===== src/rtl/fxp_alu_arbiter_if.sv =====
// fxp_alu_arbiter_if: request/response bundle between requesters and the shared ALU arbiter
interface fxp_alu_arbiter_if #(
  parameter int NUM_REQ = 4,
  parameter int ID_W = 2
);
  logic [NUM_REQ-1:0] req_valid;
  logic [NUM_REQ-1:0] req_ready;
  logic [2*NUM_REQ-1:0] req_op;
  logic [16*NUM_REQ-1:0] req_a;
  logic [16*NUM_REQ-1:0] req_b;
  logic rsp_valid;
  logic rsp_ready;
  logic [ID_W-1:0] rsp_id;
  logic [23:0] rsp_data;
  logic rsp_overflow;
  modport master (
    output req_valid, req_op, req_a, req_b, rsp_ready,
    input req_ready, rsp_valid, rsp_id, rsp_data, rsp_overflow
  );
  modport slave (
    input req_valid, req_op, req_a, req_b, rsp_ready,
    output req_ready, rsp_valid, rsp_id, rsp_data, rsp_overflow
  );
endinterface


===== src/rtl/fxp_alu_arbiter.sv =====
// fxp_alu_arbiter: round-robin sharing of one registered Q8.8 ALU with a tagged response channel
module fxp_alu_arbiter #(
  parameter int NUM_REQ = 4,
  parameter int ID_W = 2,
  parameter int OVF_CNT_W = 16
) (
  input logic clk,
  input logic rst,
  fxp_alu_arbiter_if.slave bus,
  output logic [1:0] alu_op,
  output logic [15:0] alu_a,
  output logic [15:0] alu_b,
  input logic [23:0] alu_out,
  input logic alu_overflow,
  output logic [OVF_CNT_W-1:0] ovf_count,
  output logic busy
);
  typedef enum logic [1:0] {IDLE, ISSUE, CAPTURE, RESP} state_t;
  state_t state, state_n;
  logic [ID_W-1:0] rr_ptr, id_r, gnt_id;
  logic gnt_found;
  logic [1:0] op_r;
  logic [15:0] a_r, b_r;
  assign alu_op = op_r;
  assign alu_a = a_r;
  assign alu_b = b_r;
  assign busy = state != IDLE;
  assign bus.req_ready = (state == IDLE && gnt_found) ? NUM_REQ'(1) << gnt_id : '0;
  // round-robin search: walk offsets downward so the smallest offset from rr_ptr wins
  always_comb begin
    gnt_found = 1'b0;
    gnt_id = '0;
    for (int i = NUM_REQ - 1; i >= 0; i--) begin
      if (bus.req_valid[(int'(rr_ptr) + i) % NUM_REQ]) begin
        gnt_found = 1'b1;
        gnt_id = ID_W'((int'(rr_ptr) + i) % NUM_REQ);
      end
    end
  end
  // sequence each operation through accept, ALU issue, result capture and response handshake
  always_comb begin
    state_n = state;
    case (state)
      IDLE: state_n = gnt_found ? ISSUE : IDLE;
      ISSUE: state_n = CAPTURE;
      CAPTURE: state_n = RESP;
      RESP: state_n = bus.rsp_ready ? IDLE : RESP;
      default: state_n = IDLE;
    endcase
  end
  // state register
  always_ff @(posedge clk or posedge rst) begin
    if (rst) state <= IDLE;
    else state <= state_n;
  end
  // operand latch on accept; operands stay frozen until the next accept
  always_ff @(posedge clk or posedge rst) begin
    if (rst) begin
      id_r <= '0;
      op_r <= '0;
      a_r <= '0;
      b_r <= '0;
    end else if (state == IDLE && gnt_found) begin
      id_r <= gnt_id;
      op_r <= bus.req_op[2*int'(gnt_id) +: 2];
      a_r <= bus.req_a[16*int'(gnt_id) +: 16];
      b_r <= bus.req_b[16*int'(gnt_id) +: 16];
    end
  end
  // response capture, completion bookkeeping and saturating overflow count
  always_ff @(posedge clk or posedge rst) begin
    if (rst) begin
      rr_ptr <= '0;
      bus.rsp_valid <= 1'b0;
      bus.rsp_id <= '0;
      bus.rsp_data <= '0;
      bus.rsp_overflow <= 1'b0;
      ovf_count <= '0;
    end else if (state == CAPTURE) begin
      bus.rsp_valid <= 1'b1;
      bus.rsp_id <= id_r;
      bus.rsp_data <= alu_out;
      bus.rsp_overflow <= alu_overflow;
    end else if (state == RESP && bus.rsp_ready) begin
      bus.rsp_valid <= 1'b0;
      rr_ptr <= (id_r == ID_W'(NUM_REQ - 1)) ? '0 : id_r + 1'b1;
      if (bus.rsp_overflow && ovf_count != '1) ovf_count <= ovf_count + 1'b1;
    end
  end
endmodule


===== src/flat_wrapper.sv =====
// flat-port wrapper written by rule: the top's interface ports become plain ports
module fxp_alu_arbiter_flat 
#(
  parameter int NUM_REQ = 4,
  parameter int ID_W = 2,
  parameter int OVF_CNT_W = 16
)
  (clk, rst, alu_op, alu_a, alu_b, alu_out, alu_overflow, ovf_count, busy, bus_req_valid, bus_req_op, bus_req_a, bus_req_b, bus_rsp_ready, bus_req_ready, bus_rsp_valid, bus_rsp_id, bus_rsp_data, bus_rsp_overflow);
  fxp_alu_arbiter_if #(.NUM_REQ(NUM_REQ), .ID_W(ID_W)) bus_i ();
  input logic clk;
  input logic rst;
  output logic [1:0] alu_op;
  output logic [15:0] alu_a;
  output logic [15:0] alu_b;
  input logic [23:0] alu_out;
  input logic alu_overflow;
  output logic [OVF_CNT_W-1:0] ovf_count;
  output logic busy;
  input wire logic [$bits(bus_i.req_valid)-1:0] bus_req_valid;
  input wire logic [$bits(bus_i.req_op)-1:0] bus_req_op;
  input wire logic [$bits(bus_i.req_a)-1:0] bus_req_a;
  input wire logic [$bits(bus_i.req_b)-1:0] bus_req_b;
  input wire logic [$bits(bus_i.rsp_ready)-1:0] bus_rsp_ready;
  output wire logic [$bits(bus_i.req_ready)-1:0] bus_req_ready;
  output wire logic [$bits(bus_i.rsp_valid)-1:0] bus_rsp_valid;
  output wire logic [$bits(bus_i.rsp_id)-1:0] bus_rsp_id;
  output wire logic [$bits(bus_i.rsp_data)-1:0] bus_rsp_data;
  output wire logic [$bits(bus_i.rsp_overflow)-1:0] bus_rsp_overflow;
  assign bus_i.req_valid = bus_req_valid;
  assign bus_i.req_op = bus_req_op;
  assign bus_i.req_a = bus_req_a;
  assign bus_i.req_b = bus_req_b;
  assign bus_i.rsp_ready = bus_rsp_ready;
  assign bus_req_ready = bus_i.req_ready;
  assign bus_rsp_valid = bus_i.rsp_valid;
  assign bus_rsp_id = bus_i.rsp_id;
  assign bus_rsp_data = bus_i.rsp_data;
  assign bus_rsp_overflow = bus_i.rsp_overflow;
  fxp_alu_arbiter #(.NUM_REQ(NUM_REQ), .ID_W(ID_W), .OVF_CNT_W(OVF_CNT_W)) u_core (.clk(clk), .rst(rst), .bus(bus_i), .alu_op(alu_op), .alu_a(alu_a), .alu_b(alu_b), .alu_out(alu_out), .alu_overflow(alu_overflow), .ovf_count(ovf_count), .busy(busy));
endmodule

===== config.mk =====
export PLATFORM = sky130hd
export DESIGN_NAME = fxp_alu_arbiter_flat
export DESIGN_NICKNAME = d
export VERILOG_FILES = /design/src/rtl/fxp_alu_arbiter_if.sv /design/src/rtl/fxp_alu_arbiter.sv /design/src/flat_wrapper.sv
export SDC_FILE = /design/constraint.sdc
export NUM_CORES = 1
export LEC_CHECK = 0
export ABC_AREA = 1
export BUFFER_PORTS_ARGS = -buffer_cell sky130_fd_sc_hd__buf_2
export CAP_MARGIN = 20
export CORE_ASPECT_RATIO = 2
export CORE_MARGIN = 8
export CORE_UTILIZATION = 48
export DETAILED_ROUTE_END_ITERATION = 16
export PLACE_DENSITY_LB_ADDON = 0.08
export RECOVER_POWER = 25
export SLEW_MARGIN = 20
export SYNTH_ARGS = -nofsm -noshare
export SYNTH_HDL_FRONTEND = slang
export SYNTH_SLANG_ARGS = --single-unit
export TNS_END_PERCENT = 50

===== constraint.sdc =====
create_clock -name clk -period 2.7 [get_ports clk]
set_input_delay 0.27 -clock clk [delete_from_list [all_inputs] [get_ports clk]]
set_output_delay 0.27 -clock clk [all_outputs]
set_load 0.05 [all_outputs]

==> impl_metrics.yaml <==
power:
  power.share.clock_pct: 12.7
  combinationalPowerShare_pct: 65.2
  p_seq_share_pct: 22.1
  p_int_w: 0.00422
  leakage_nw: 4.08
  vdd.ir_drop.worst_mv: 1.03
  p_switching_w: 0.00569
  cellPowerDensity_nw_per_um2: 1420
  power.share.switching_pct: 57.4
  finalPower_w: 0.00991
clock_network:
  clk_pin_slew_ns: 0.07
  cts_tree: "yes"
  clock_sinks: 84
  cts.root.buffer_cell: "sky130_fd_sc_hd__clkbuf_16"
  ctsLongestPathBuffers: 2
  ctsHtreeMaxLevel: 3
  worstSkewPairLatency_ns: 0.34
  cts_buffers: 9
  cts.repair_timing.setup_buffer_count: 0
status:
  violations: "capacitance limit, slew limit"
  run_status: "complete, but fails checks"
critical_path:
  worst_setup_path_end_kind: "primary output"
  timing.rr.start: "u_core.rr_ptr[0]"
  type_of_the_setup_path_with_the_least_slack: "reg -> out"
  critPathLaunch: "u_core.rr_ptr[0]"
  reg2reg_depth: 12
  worst_setup_path_endpoint: "bus_req_ready[3]"
  path_max_fanout: 20
  cp_data_required_time_ns: 2.43
  cp-start-kind: "flip-flop"
  worst-endpoint-arrival_ns: 2.17
  r2r-end: "u_core.alu_a[8]"
  rrSetupSlack_ns: 0.41
global_routing:
  track_usage_pct: 21.4
  via_count_of_the_first_global_routing_pass: 5625
  grt_max_degree: 69
  grt_overflow_total: 0
  first_pass_grt_wire_length_um: 27000
  antenna_found_initial: 1
logic_synthesis:
  synthDominantCellAreaShare_pct: 38.8
  syn-num-nets: 921
  synth_area_leader_cell: "sky130_fd_sc_hd__dfrtp_1"
  ys_types: 29
  synth.ff_latch_count: 84
  synth_top_cells_by_area: "sky130_fd_sc_hd__dfrtp_1 39%, sky130_fd_sc_hd__nand2_1 18%, sky130_fd_sc_hd__nand3_1 11%"
  synth.most_common_cell: "sky130_fd_sc_hd__nand2_1"
  post_synth_instance_area_um2: 5420
  synth-edff-count: 0
  seq_area_frac_synth_pct: 38.8
  syn_avg_cell_area_um2: 7.21
  syn_inst: 751
  synth.yosys.warnings: 0
  async_flop_share_pct: 100
  synth_commonest_cells: "260 x sky130_fd_sc_hd__nand2_1, 121 x sky130_fd_sc_hd__nand3_1, 92 x sky130_fd_sc_hd__inv_1"
  synth_ff_type: "sky130_fd_sc_hd__dfrtp_1"
die:
  die_width_um: 91.1
  die_area_um2: 15100
  core_area_um2: 11100
  ioPinCount: 251
  effective_utilization_at_floorplan_pct: 48.6
  fp-row-count: 55
  die_height_um: 166
placement:
  finalWeightedCongestion: 0.866
  post-place-ws_ns: 0.429
  portBuffers: 250
  dp_hpwl_um: 12300
  placement.cell_area_um2: 6710
sta:
  finalWorstPathRequiredPeriod_ns: 2.44
  clock_skew_ns: 0.00772
  fmax_mhz: 410
  rsz_0062_raised_after_global_routing: "false"
  setup-violations-final: 0
  worst-slew-pin-transition_ns: 1.56
  maxSlewViolCount: 32
  max_slew_margin_pct: -4.66
  final.setup.tns_ns: 0
  hold_viol: 0
  worst_slack_ns: 0.260
  period_share_pct: 90.4
  hold_ws_ns: 0.157
run:
  drv.max_cap_violation_count: 1
detailed_routing:
  detail_route.iter0.violations: 268
  final_wl_um: 16200
  vias_per_cell: 4.74
  post-route-drc-count: 0
  dr_total_vias: 5375
  wire_per_inst_um: 14.3
  drt-pass1-iter-count: 5
  ant_nets: 0
min_path:
  holdCritPathClass: "in -> reg"
  min_from: "alu_out[23]"
final_layout:
  design.final.nets: 1155
  syn_to_final_growth_pct: 29.1
  final_cell_area_um2: 6990
  drive_above_1_share_pct: 35.3
-- critical path, stage by stage (launching register included) --
cell,delay (ns)
sky130_fd_sc_hd__dfrtp_1,0.49
sky130_fd_sc_hd__inv_4,0.13
sky130_fd_sc_hd__nand2_1,0.08
sky130_fd_sc_hd__nand3_1,0.10
sky130_fd_sc_hd__nand2_1,0.09
sky130_fd_sc_hd__nand3_2,0.08
sky130_fd_sc_hd__nand2_1,0.06
sky130_fd_sc_hd__nand2_2,0.08
sky130_fd_sc_hd__nand2_4,0.15
sky130_fd_sc_hd__inv_1,0.11
sky130_fd_sc_hd__nand2_1,0.05
sky130_fd_sc_hd__nor2_1,0.11
sky130_fd_sc_hd__buf_2,0.28
-- worst min path at each step --
stage                                    to  cells after the start
floorplan           u_core.bus.rsp_data[10]                      1
global placement    u_core.bus.rsp_data[10]                      2
detailed placement  u_core.bus.rsp_data[10]                      2
CTS                 u_core.bus.rsp_data[23]                      2
global route         u_core.bus.rsp_data[8]                      2
finish              u_core.bus.rsp_data[23]                      2
-- placed cells by master (no fill, tap or decap), types with 2 or more instances in the layout --
cell type / Yosys / layout
sky130_fd_sc_hd__nand2_1: 260 / 260
sky130_fd_sc_hd__buf_2: 20 / 221
sky130_fd_sc_hd__nand3_1: 121 / 121
sky130_fd_sc_hd__inv_1: 92 / 91
sky130_fd_sc_hd__dfrtp_1: 84 / 84
sky130_fd_sc_hd__inv_2: 33 / 33
sky130_fd_sc_hd__nand3_2: 31 / 31
sky130_fd_sc_hd__clkbuf_1: 7 / 30
sky130_fd_sc_hd__mux2_2: 26 / 26
sky130_fd_sc_hd__nor2_1: 19 / 19
sky130_fd_sc_hd__buf_4: 8 / 10
sky130_fd_sc_hd__xor2_1: 9 / 9
sky130_fd_sc_hd__clkbuf_16: 0 / 9
sky130_fd_sc_hd__o21ai_0: 8 / 8
sky130_fd_sc_hd__xnor2_1: 6 / 6
sky130_fd_sc_hd__nand2_2: 5 / 4
sky130_fd_sc_hd__nand4_1: 3 / 3
sky130_fd_sc_hd__nand2_4: 1 / 2
sky130_fd_sc_hd__nor3_1: 2 / 2
sky130_fd_sc_hd__nor4_1: 2 / 2
sky130_fd_sc_hd__ha_1: 2 / 2
sky130_fd_sc_hd__clkinvlp_4: 0 / 2
sky130_fd_sc_hd__inv_6: 0 / 2
-- power by group through the flow --
stage	combinational, W	sequential [W]	clock [W]
final	0.00647	0.00219	0.00125
after CTS	0.00656	0.00219	0.00128
after detailed placement	0.00655	0.00220	0
after floorplan	0.00357	0.00383	0
after global placement	0.00648	0.00218	0
after global routing	0.00709	0.00227	0.00134
-- routing by layer --
layer	up-vias	global-route usage [%]	part of all wire (%)
met2	198	34.6	48
met5	-	0	0
met4	0	6.39	1.4
met1	2379	26.4	43
li1	2785	-	-
met3	13	6.79	7.5
-- flip-flops by register name (all words and copies together), names as in the netlist --
name and count:
u_core.bus.rsp_id 2, u_core.bus.rsp_valid 1, u_core.bus.rsp_overflow 1, u_core.id_r 2, u_core.alu_b 16, u_core.rr_ptr 2, u_core.alu_a 16, u_core.ovf_count 16
u_core.bus.rsp_data 24, u_core.alu_op 2, u_core.state 2
-- kinds of logic after synthesis --
family,share of synthesized area [%]
adders and majority gates,0.462
and+or+nand+nor,38.4
xor gates and xnor gates,2.43
muxes,5.41
DFF,38.8
AOI/OAI and AO/OA,1.43
buffers and inverters,13.1
-- stage by stage --
step | utilization [%] | instances
after detailed placement | 60.2 | 1115
final | 62.7 | 1133
after global placement | 60.2 | 1115
after global routing | 62.7 | 1133
after floorplan | - | 751
after CTS | 63.0 | 1132
-- what timing repair did --
| item | in CTS | in global routing |
|---|---|---|
| resized for setup | 0 | 1 |
| hold buffers | 1 | 0 |
| endpoints found under the setup margin | 0 | 3 |
| hold endpoints to repair | 3 | 0 |
-- area by class of cell --
| class | count | area [um^2] |
|---|---|---|
| fillers | 1081 | 4160 |
| multi-input cells | 502 | 2610 |
| flip-flops and latches | 84 | 2100 |
| repair buffers | 262 | 1320 |
| inverters | 126 | 477 |
| clock buffers | 10 | 229 |
| well taps | 142 | 178 |
| clock inverters | 6 | 71.3 |
| diodes | 1 | 2.50 |
Note: power is estimated with default switching activity, not from simulation.
